<file path="src/rtl/frac_div_pkg.sv">
// Shared constants and helpers for the fractional clock divider.
// Holds mode encodings, reset-default configuration and the config validity rule.
package frac_div_pkg;

    localparam logic MODE_SPREAD = 1'b0;
    localparam logic MODE_BLOCK  = 1'b1;

    localparam int   DEFAULT_INT  = 3;
    localparam int   DEFAULT_NUM  = 177;
    localparam int   DEFAULT_DEN  = 1250;
    localparam logic DEFAULT_MODE = MODE_SPREAD;

    // A usable configuration needs N >= 2, a non-empty frame and P < Q.
    function automatic logic cfg_is_valid(input logic [31:0] n,
                                          input logic [31:0] p,
                                          input logic [31:0] q);
        return (n >= 32'd2) && (q >= 32'd1) && (p < q);
    endfunction

endpackage

</file>
<file path="src/rtl/frac_div_len_gen.sv">
// Period-length generator: tracks the accumulator and period index of the current
// frame and reports the length of the period in progress plus a last-period flag.
module frac_div_len_gen
    import frac_div_pkg::*;
#(
    parameter int INT_W  = 8,
    parameter int FRAC_W = 12
) (
    input  logic              clk,
    input  logic              rst,
    input  logic              i_clear,
    input  logic              i_advance,
    input  logic [INT_W-1:0]  i_int,
    input  logic [FRAC_W-1:0] i_num,
    input  logic [FRAC_W-1:0] i_den,
    input  logic              i_mode,
    output logic [INT_W:0]    o_len,
    output logic              o_last
);

    logic [FRAC_W-1:0] r_acc;
    logic [FRAC_W-1:0] r_idx;
    logic [FRAC_W:0]   w_sum;
    logic              w_long;
    logic [FRAC_W-1:0] w_acc_next;

    assign w_sum  = {1'b0, r_acc} + {1'b0, i_num};
    assign w_long = (i_mode == MODE_BLOCK) ? (r_idx >= (i_den - i_num))
                                           : (w_sum >= {1'b0, i_den});
    // When long, acc + P - Q is below Q, so the modular FRAC_W-bit result is exact.
    assign w_acc_next = w_long ? (r_acc + i_num - i_den) : (r_acc + i_num);

    assign o_len  = {1'b0, i_int} + {{INT_W{1'b0}}, w_long};
    assign o_last = (r_idx == (i_den - {{(FRAC_W-1){1'b0}}, 1'b1}));

    always_ff @(posedge clk or posedge rst) begin
        if (rst) begin
            r_acc <= '0;
            r_idx <= '0;
        end else if (i_clear) begin
            r_acc <= '0;
            r_idx <= '0;
        end else if (i_advance) begin
            if (o_last) begin
                r_acc <= '0;
                r_idx <= '0;
            end else begin
                r_acc <= w_acc_next;
                r_idx <= r_idx + {{(FRAC_W-1){1'b0}}, 1'b1};
            end
        end
    end

endmodule

</file>
<file path="src/rtl/frac_clk_divider.sv">
// Runtime-programmable N + P/Q clock divider producing a one-cycle strobe per period,
// with a frame marker and configuration changes deferred to frame boundaries.
module frac_clk_divider
    import frac_div_pkg::*;
#(
    parameter int   INT_W    = 8,
    parameter int   FRAC_W   = 12,
    parameter int   DEF_INT  = DEFAULT_INT,
    parameter int   DEF_NUM  = DEFAULT_NUM,
    parameter int   DEF_DEN  = DEFAULT_DEN,
    parameter logic DEF_MODE = DEFAULT_MODE
) (
    input  logic              clk,
    input  logic              rst,
    input  logic              enable,
    input  logic              cfg_valid,
    output logic              cfg_ready,
    input  logic [INT_W-1:0]  cfg_int,
    input  logic [FRAC_W-1:0] cfg_num,
    input  logic [FRAC_W-1:0] cfg_den,
    input  logic              cfg_mode,
    output logic              cfg_err,
    output logic              div_clk,
    output logic              done
);

    logic [INT_W-1:0]  r_int;
    logic [FRAC_W-1:0] r_num;
    logic [FRAC_W-1:0] r_den;
    logic              r_mode;
    logic [INT_W-1:0]  r_p_int;
    logic [FRAC_W-1:0] r_p_num;
    logic [FRAC_W-1:0] r_p_den;
    logic              r_p_mode;
    logic              r_pend;
    logic              r_err;
    logic [INT_W:0]    r_cnt;
    logic              r_div;
    logic              r_done;

    logic [INT_W:0]    w_len;
    logic              w_last;
    logic              w_period_end;
    logic              w_frame_end;
    logic              w_pend_ok;

    frac_div_len_gen #(
        .INT_W  (INT_W),
        .FRAC_W (FRAC_W)
    ) u_len_gen (
        .clk       (clk),
        .rst       (rst),
        .i_clear   (~enable),
        .i_advance (w_period_end),
        .i_int     (r_int),
        .i_num     (r_num),
        .i_den     (r_den),
        .i_mode    (r_mode),
        .o_len     (w_len),
        .o_last    (w_last)
    );

    assign w_period_end = enable && ((r_cnt + {{INT_W{1'b0}}, 1'b1}) == w_len);
    assign w_frame_end  = w_period_end && w_last;
    assign w_pend_ok    = cfg_is_valid(32'(r_p_int), 32'(r_p_num), 32'(r_p_den));

    assign cfg_ready = ~r_pend;
    assign cfg_err   = r_err;
    assign div_clk   = r_div;
    assign done      = r_done;

    always_ff @(posedge clk or posedge rst) begin
        if (rst) begin
            r_cnt  <= '0;
            r_div  <= 1'b0;
            r_done <= 1'b0;
        end else if (!enable) begin
            r_cnt  <= '0;
            r_div  <= 1'b0;
            r_done <= 1'b0;
        end else if (w_period_end) begin
            r_cnt  <= '0;
            r_div  <= 1'b1;
            r_done <= w_last;
        end else begin
            r_cnt  <= r_cnt + {{INT_W{1'b0}}, 1'b1};
            r_div  <= 1'b0;
            r_done <= 1'b0;
        end
    end

    // Handshake: a config transfers on any edge with cfg_valid && cfg_ready; the
    // shadow then holds it (cfg_ready low) until it is applied at a frame boundary
    // or while disabled, or discarded with a cfg_err pulse one cycle later if invalid.
    always_ff @(posedge clk or posedge rst) begin
        if (rst) begin
            r_int    <= INT_W'(DEF_INT);
            r_num    <= FRAC_W'(DEF_NUM);
            r_den    <= FRAC_W'(DEF_DEN);
            r_mode   <= DEF_MODE;
            r_p_int  <= '0;
            r_p_num  <= '0;
            r_p_den  <= '0;
            r_p_mode <= 1'b0;
            r_pend   <= 1'b0;
            r_err    <= 1'b0;
        end else begin
            r_err <= 1'b0;
            if (r_pend) begin
                if (!w_pend_ok) begin
                    r_pend <= 1'b0;
                    r_err  <= 1'b1;
                end else if (!enable || w_frame_end) begin
                    r_int  <= r_p_int;
                    r_num  <= r_p_num;
                    r_den  <= r_p_den;
                    r_mode <= r_p_mode;
                    r_pend <= 1'b0;
                end
            end else if (cfg_valid) begin
                r_p_int  <= cfg_int;
                r_p_num  <= cfg_num;
                r_p_den  <= cfg_den;
                r_p_mode <= cfg_mode;
                r_pend   <= 1'b1;
            end
        end
    end

endmodule

</file>
<file path="config.mk">
export PLATFORM = sky130hd
export DESIGN_NAME = frac_clk_divider
export DESIGN_NICKNAME = d
export VERILOG_FILES = /design/src/rtl/frac_div_pkg.sv /design/src/rtl/frac_div_len_gen.sv /design/src/rtl/frac_clk_divider.sv
export SDC_FILE = /design/constraint.sdc
export NUM_CORES = 1
export LEC_CHECK = 0
export CORE_MARGIN = 2
export CORE_UTILIZATION = 25
export CTS_BUF_LIST = sky130_fd_sc_hd__clkbuf_4 sky130_fd_sc_hd__clkbuf_8
export DETAILED_ROUTE_END_ITERATION = 10
export GPL_TIMING_DRIVEN = 1
export HOLD_SLACK_MARGIN = 0.08
export PLACE_DENSITY_LB_ADDON = 0.05
export SYNTH_ARGS = -nofsm -noshare
export SYNTH_HDL_FRONTEND = slang
export SYNTH_SLANG_ARGS = --single-unit
</file>
<file path="constraint.sdc">
create_clock -name clk -period 7.11 [get_ports clk]
set_input_delay 1.0665 -clock clk [delete_from_list [all_inputs] [get_ports clk]]
set_output_delay 1.0665 -clock clk [all_outputs]
set_load 0.01 [all_outputs]
</file>
==> metrics.txt <==
# TYPE chip_impl_metric gauge
chip_impl_info{name="outcome",value="finished, final reports clean"} 1
chip_impl_metric{name="tritoncts.num_buffers",unit=""} 9
chip_impl_metric{name="fin_hold_ws",unit="ns"} 0.507
chip_impl_info{name="hold_path.startpoint",value="u_len_gen.r_acc[7]$_DFFE_PP0P_"} 1
chip_impl_metric{name="fin_crit",unit="ns"} 6.60
chip_impl_info{name="regToRegStartpoint",value="r_num[0]$_DFFE_PP1P_"} 1
chip_impl_metric{name="synth_largest_type_area_fraction",unit="%"} 32.8
chip_impl_metric{name="timing.final.crit_share",unit="%"} 92.8
chip_impl_info{name="post_synth_main_area_contributors",value="dfrtp_1 33%, ha_1 11%, xnor2_1 5.5%"} 1
chip_impl_metric{name="crit_required",unit="ns"} 7.38
chip_impl_info{name="rr_endpoint",value="r_num[6]$_DFFE_PP0P_"} 1
chip_impl_metric{name="num_rows",unit=""} 61
chip_impl_metric{name="routed_wire_length_on_met2",unit="mm"} 8.20
chip_impl_metric{name="final_net_count",unit=""} 840
chip_impl_info{name="synthMostInstantiatedCell",value="dfrtp_1"} 1
chip_impl_metric{name="combined_area_of_the_multi_input_logic_cells",unit="µm²"} 4160
chip_impl_metric{name="maxSlewViolCount",unit=""} 0
chip_impl_metric{name="grt_pass1_vias",unit=""} 5286
chip_impl_metric{name="diodes",unit=""} 0
chip_impl_metric{name="clkLatencyLatePin",unit="ns"} 0.39
chip_impl_metric{name="drt-total-wl",unit="mm"} 18.6
chip_impl_metric{name="dieArea",unit="µm²"} 29500
chip_impl_metric{name="slew_headroom",unit="%"} 32.0
chip_impl_info{name="post_synth_most_frequent_cells",value="92 x dfrtp_1, 63 x ha_1, 59 x inv_1, 44 x xnor2_1, 38 x o21ai_0"} 1
chip_impl_metric{name="synthDistinctLibCells",unit=""} 60
chip_impl_metric{name="synth_sequential_area_ratio",unit="%"} 36.9
chip_impl_metric{name="ant_nets",unit=""} 0
chip_impl_metric{name="setup-tns-final",unit="ns"} 0
chip_impl_metric{name="met1Wirelength",unit="mm"} 9.68
chip_impl_metric{name="port_buffers",unit=""} 40
chip_impl_info{name="clock-root-buffer",value="clkbuf_8"} 1
chip_impl_info{name="setup_repair_after_global_routing_missed_its_margin",value="no"} 1
chip_impl_metric{name="place.detailed.hpwl",unit="mm"} 14.6
chip_impl_metric{name="finClkSkew",unit="ns"} 0.0189
chip_impl_metric{name="mappedNetlistNets",unit=""} 795
chip_impl_metric{name="met3_wirelength",unit="µm"} 579
chip_impl_metric{name="synth_warnings",unit=""} 0
chip_impl_metric{name="fp.dieW",unit="µm"} 172
chip_impl_metric{name="grt_start_max_net_pins",unit=""} 65
chip_impl_metric{name="netlist_instances",unit=""} 692
chip_impl_metric{name="max_freq",unit="MHz"} 152
chip_impl_metric{name="route.vias.total",unit=""} 5163
chip_impl_metric{name="cp.arrival",unit="ns"} 6.87
chip_impl_metric{name="viasPerCell",unit=""} 4.61
chip_impl_metric{name="detailedRoute.firstPassIterationCount",unit=""} 4
chip_impl_metric{name="avgSynthCellArea",unit="µm²"} 10.2
chip_impl_metric{name="cts-htree-levels",unit=""} 3
chip_impl_metric{name="reg2reg_setup_slack",unit="ns"} 0.51
chip_impl_info{name="start_kind",value="register"} 1
chip_impl_metric{name="pin_count",unit=""} 41
chip_impl_metric{name="synth_enable_flop_cells",unit=""} 0
chip_impl_metric{name="netlist_area",unit="µm²"} 7030
chip_impl_metric{name="grt_util_all_layers",unit="%"} 13.3
chip_impl_metric{name="vdd_drop_max",unit="mV"} 0.136
chip_impl_metric{name="place_congestion",unit=""} 0.763
chip_impl_metric{name="initial_util",unit="%"} 25.4
chip_impl_info{name="synth_largest_area_cell",value="dfrtp_1"} 1
chip_impl_metric{name="cts_sinks",unit=""} 103
chip_impl_metric{name="grt_first_pass_wirelength",unit="mm"} 30.0
chip_impl_metric{name="core_area",unit="µm²"} 27700
chip_impl_metric{name="drc",unit=""} 0
chip_impl_info{name="clock_tree_from_tritoncts",value="built"} 1
chip_impl_metric{name="drv_cap",unit=""} 0
chip_impl_metric{name="setup_violations",unit=""} 0
chip_impl_metric{name="timing_worst_slew_pin_value",unit="ns"} 1.02
chip_impl_metric{name="post_route_cells_drive_above_1_share",unit="%"} 12.8
chip_impl_metric{name="die_height",unit="µm"} 172
chip_impl_info{name="path_class",value="reg2reg"} 1
chip_impl_metric{name="final.fill_count",unit=""} 2885
chip_impl_metric{name="cp_max_fo",unit=""} 25
chip_impl_metric{name="grt_overflow_total",unit=""} 0
chip_impl_metric{name="cts_post_setup_buffers_inserted",unit=""} 0
chip_impl_metric{name="post_drt_wl_per_cell",unit="µm"} 16.7
chip_impl_info{name="ys_dominant_reg_cell",value="dfrtp_1"} 1
chip_impl_metric{name="clockBufferDepth",unit=""} 2
chip_impl_metric{name="leak_pwr",unit="nW"} 3.63
chip_impl_metric{name="timing.final.hold_violations",unit=""} 0
chip_impl_info{name="hp-class",value="reg2reg"} 1
chip_impl_metric{name="dr.first_iter.drc_count",unit=""} 170
chip_impl_info{name="setup.worst_path.end_class",value="register"} 1
chip_impl_info{name="highest-signal-layer",value="met4"} 1
chip_impl_info{name="worstSetupStartpoint",value="r_num[0]$_DFFE_PP1P_"} 1
chip_impl_metric{name="synth-async-reset-ratio",unit="%"} 100
chip_impl_metric{name="synth-seq-cells",unit=""} 103
chip_impl_metric{name="area.sequential",unit="µm²"} 2590
chip_impl_metric{name="timing.reg2reg.worst_path_depth",unit=""} 25
chip_impl_info{name="timing.critical_path.to",value="r_num[6]$_DFFE_PP0P_"} 1
chip_impl_metric{name="cts_clk_pin_slew_worst_paths",unit="ns"} 0.12
chip_impl_metric{name="layout-area-overhead-vs-synth",unit="%"} 15.5
chip_impl_metric{name="antenna_violations_before_repair",unit=""} 0
chip_impl_metric{name="power-per-cell-area",unit="nW/µm²"} 460
[power by group]
part	switching [mW]	leakage, nW	internal (mW)
Sequential	0.251	1.28	0.812
Combinational	1.20	2.24	1.09
Clock	0.252	0.102	0.139
Total	1.70	3.63	2.04
[registers in the layout, summed over array words and instances (netlist names), 8 cells and up]
name,flops
u_len_gen.r_acc,12
r_p_den,12
r_p_int,8
r_num,12
r_cnt,9
r_p_num,12
u_len_gen.r_idx,12
r_int,8
r_den,12
[worst max-delay path: stages (launching register included)]
cell	delay [ns]
dfstp_2	0.41
ha_1	0.22
fa_1	0.43
a211oi_1	0.22
o21ai_0	0.24
a2111oi_1	0.53
nor2_1	0.10
a21oi_1	0.20
xnor2_1	0.11
ha_1	0.22
or4_1	0.51
o21ai_0	0.27
o2111ai_1	0.21
nand3_1	0.16
inv_1	0.05
ha_1	0.23
ha_1	0.27
nand3_1	0.12
xnor2_1	0.13
xnor2_1	0.08
nor4_1	0.28
nand4_1	0.33
o31ai_4	0.44
nand2_2	0.09
buf_4	0.27
mux2_4	0.34
[area by class of cell]
type,instances,area share [%]
clock buffer,9,1.53
clock inverter,7,0.925
inverter,59,2.76
multi-input combinational,515,51.3
sequential,103,31.9
tap,378,5.83
timing repair buffer,49,5.77
[timing repair]
| item | in CTS | in global routing |
|---|---|---|
| gates resized for setup | 0 | 1 |
| endpoints found under the setup margin | 0 | 18 |
| hold buffers | 0 | 0 |
[cells by family after synthesis]
group / synth area share [%]
buffers and inverters: 4.18
AO/OA/AOI/OAI: 14.1
XOR/XNOR: 8.31
multiplexers: 11.2
AND/OR/NAND/NOR: 13.2
flip-flops: 36.9
adder cells (fa/ha/maj): 12.1
[per-layer routing]
| metal | track usage [%] | up-vias |
|---|---|---|
| met1 | 19.3 | 2474 |
| met4 | 3.35 | 0 |
| met2 | 20.6 | 78 |
| met3 | 2.12 | 9 |
| met5 | 0 | - |
| li1 | - | 2602 |
[metrics by stage]
stage	setup WS, ns	instances	total power [mW]	area [µm²]	utilization, %
after floorplan	0.799	692	2.77	7030	-
after global placement	0.596	1104	3.37	7920	28.6
after detailed placement	0.456	1104	3.39	7920	28.6
after CTS	0.419	1120	3.81	8110	29.3
after global routing	0.000773	1120	4.11	8120	29.3
final	0.514	1120	3.74	8120	29.3
[layout by cell type, fill, tap and decap left out, types with 7 or more instances in the layout]
cell type and n:
buf_4 9, nand4_1 13, a21oi_1 23, a31oi_1 8
inv_1 58, a22o_1 7, clkbuf_8 9, dfrtp_1 92
nor2_1 35, nor4_1 7, and3_1 8, a21boi_0 7
nand2b_1 7, nand2_1 24, o21a_1 7, nor3_1 13
ha_1 63, nand3_1 30, a21o_1 12, mux2i_1 20
clkdlybuf4s50_1 40, mux2_2 27, xor2_1 20, dfstp_2 11
xnor2_1 44, mux2_4 19, o21ai_0 38
[worst min path at each step]
| stage | endpoint | slack (ns) | cells after the start |
|---|---|---|---|
| floorplan | u_len_gen.r_acc[2]$_DFFE_PP0P_ | 0.46 | 1 |
| global placement | u_len_gen.r_acc[6]$_DFFE_PP0P_ | 0.48 | 1 |
| detailed placement | u_len_gen.r_acc[3]$_DFFE_PP0P_ | 0.48 | 1 |
| CTS | u_len_gen.r_acc[7]$_DFFE_PP0P_ | 0.51 | 1 |
| global route | u_len_gen.r_acc[7]$_DFFE_PP0P_ | 0.53 | 1 |
| finish | u_len_gen.r_acc[7]$_DFFE_PP0P_ | 0.51 | 1 |
(Power assumes the default switching activity.)
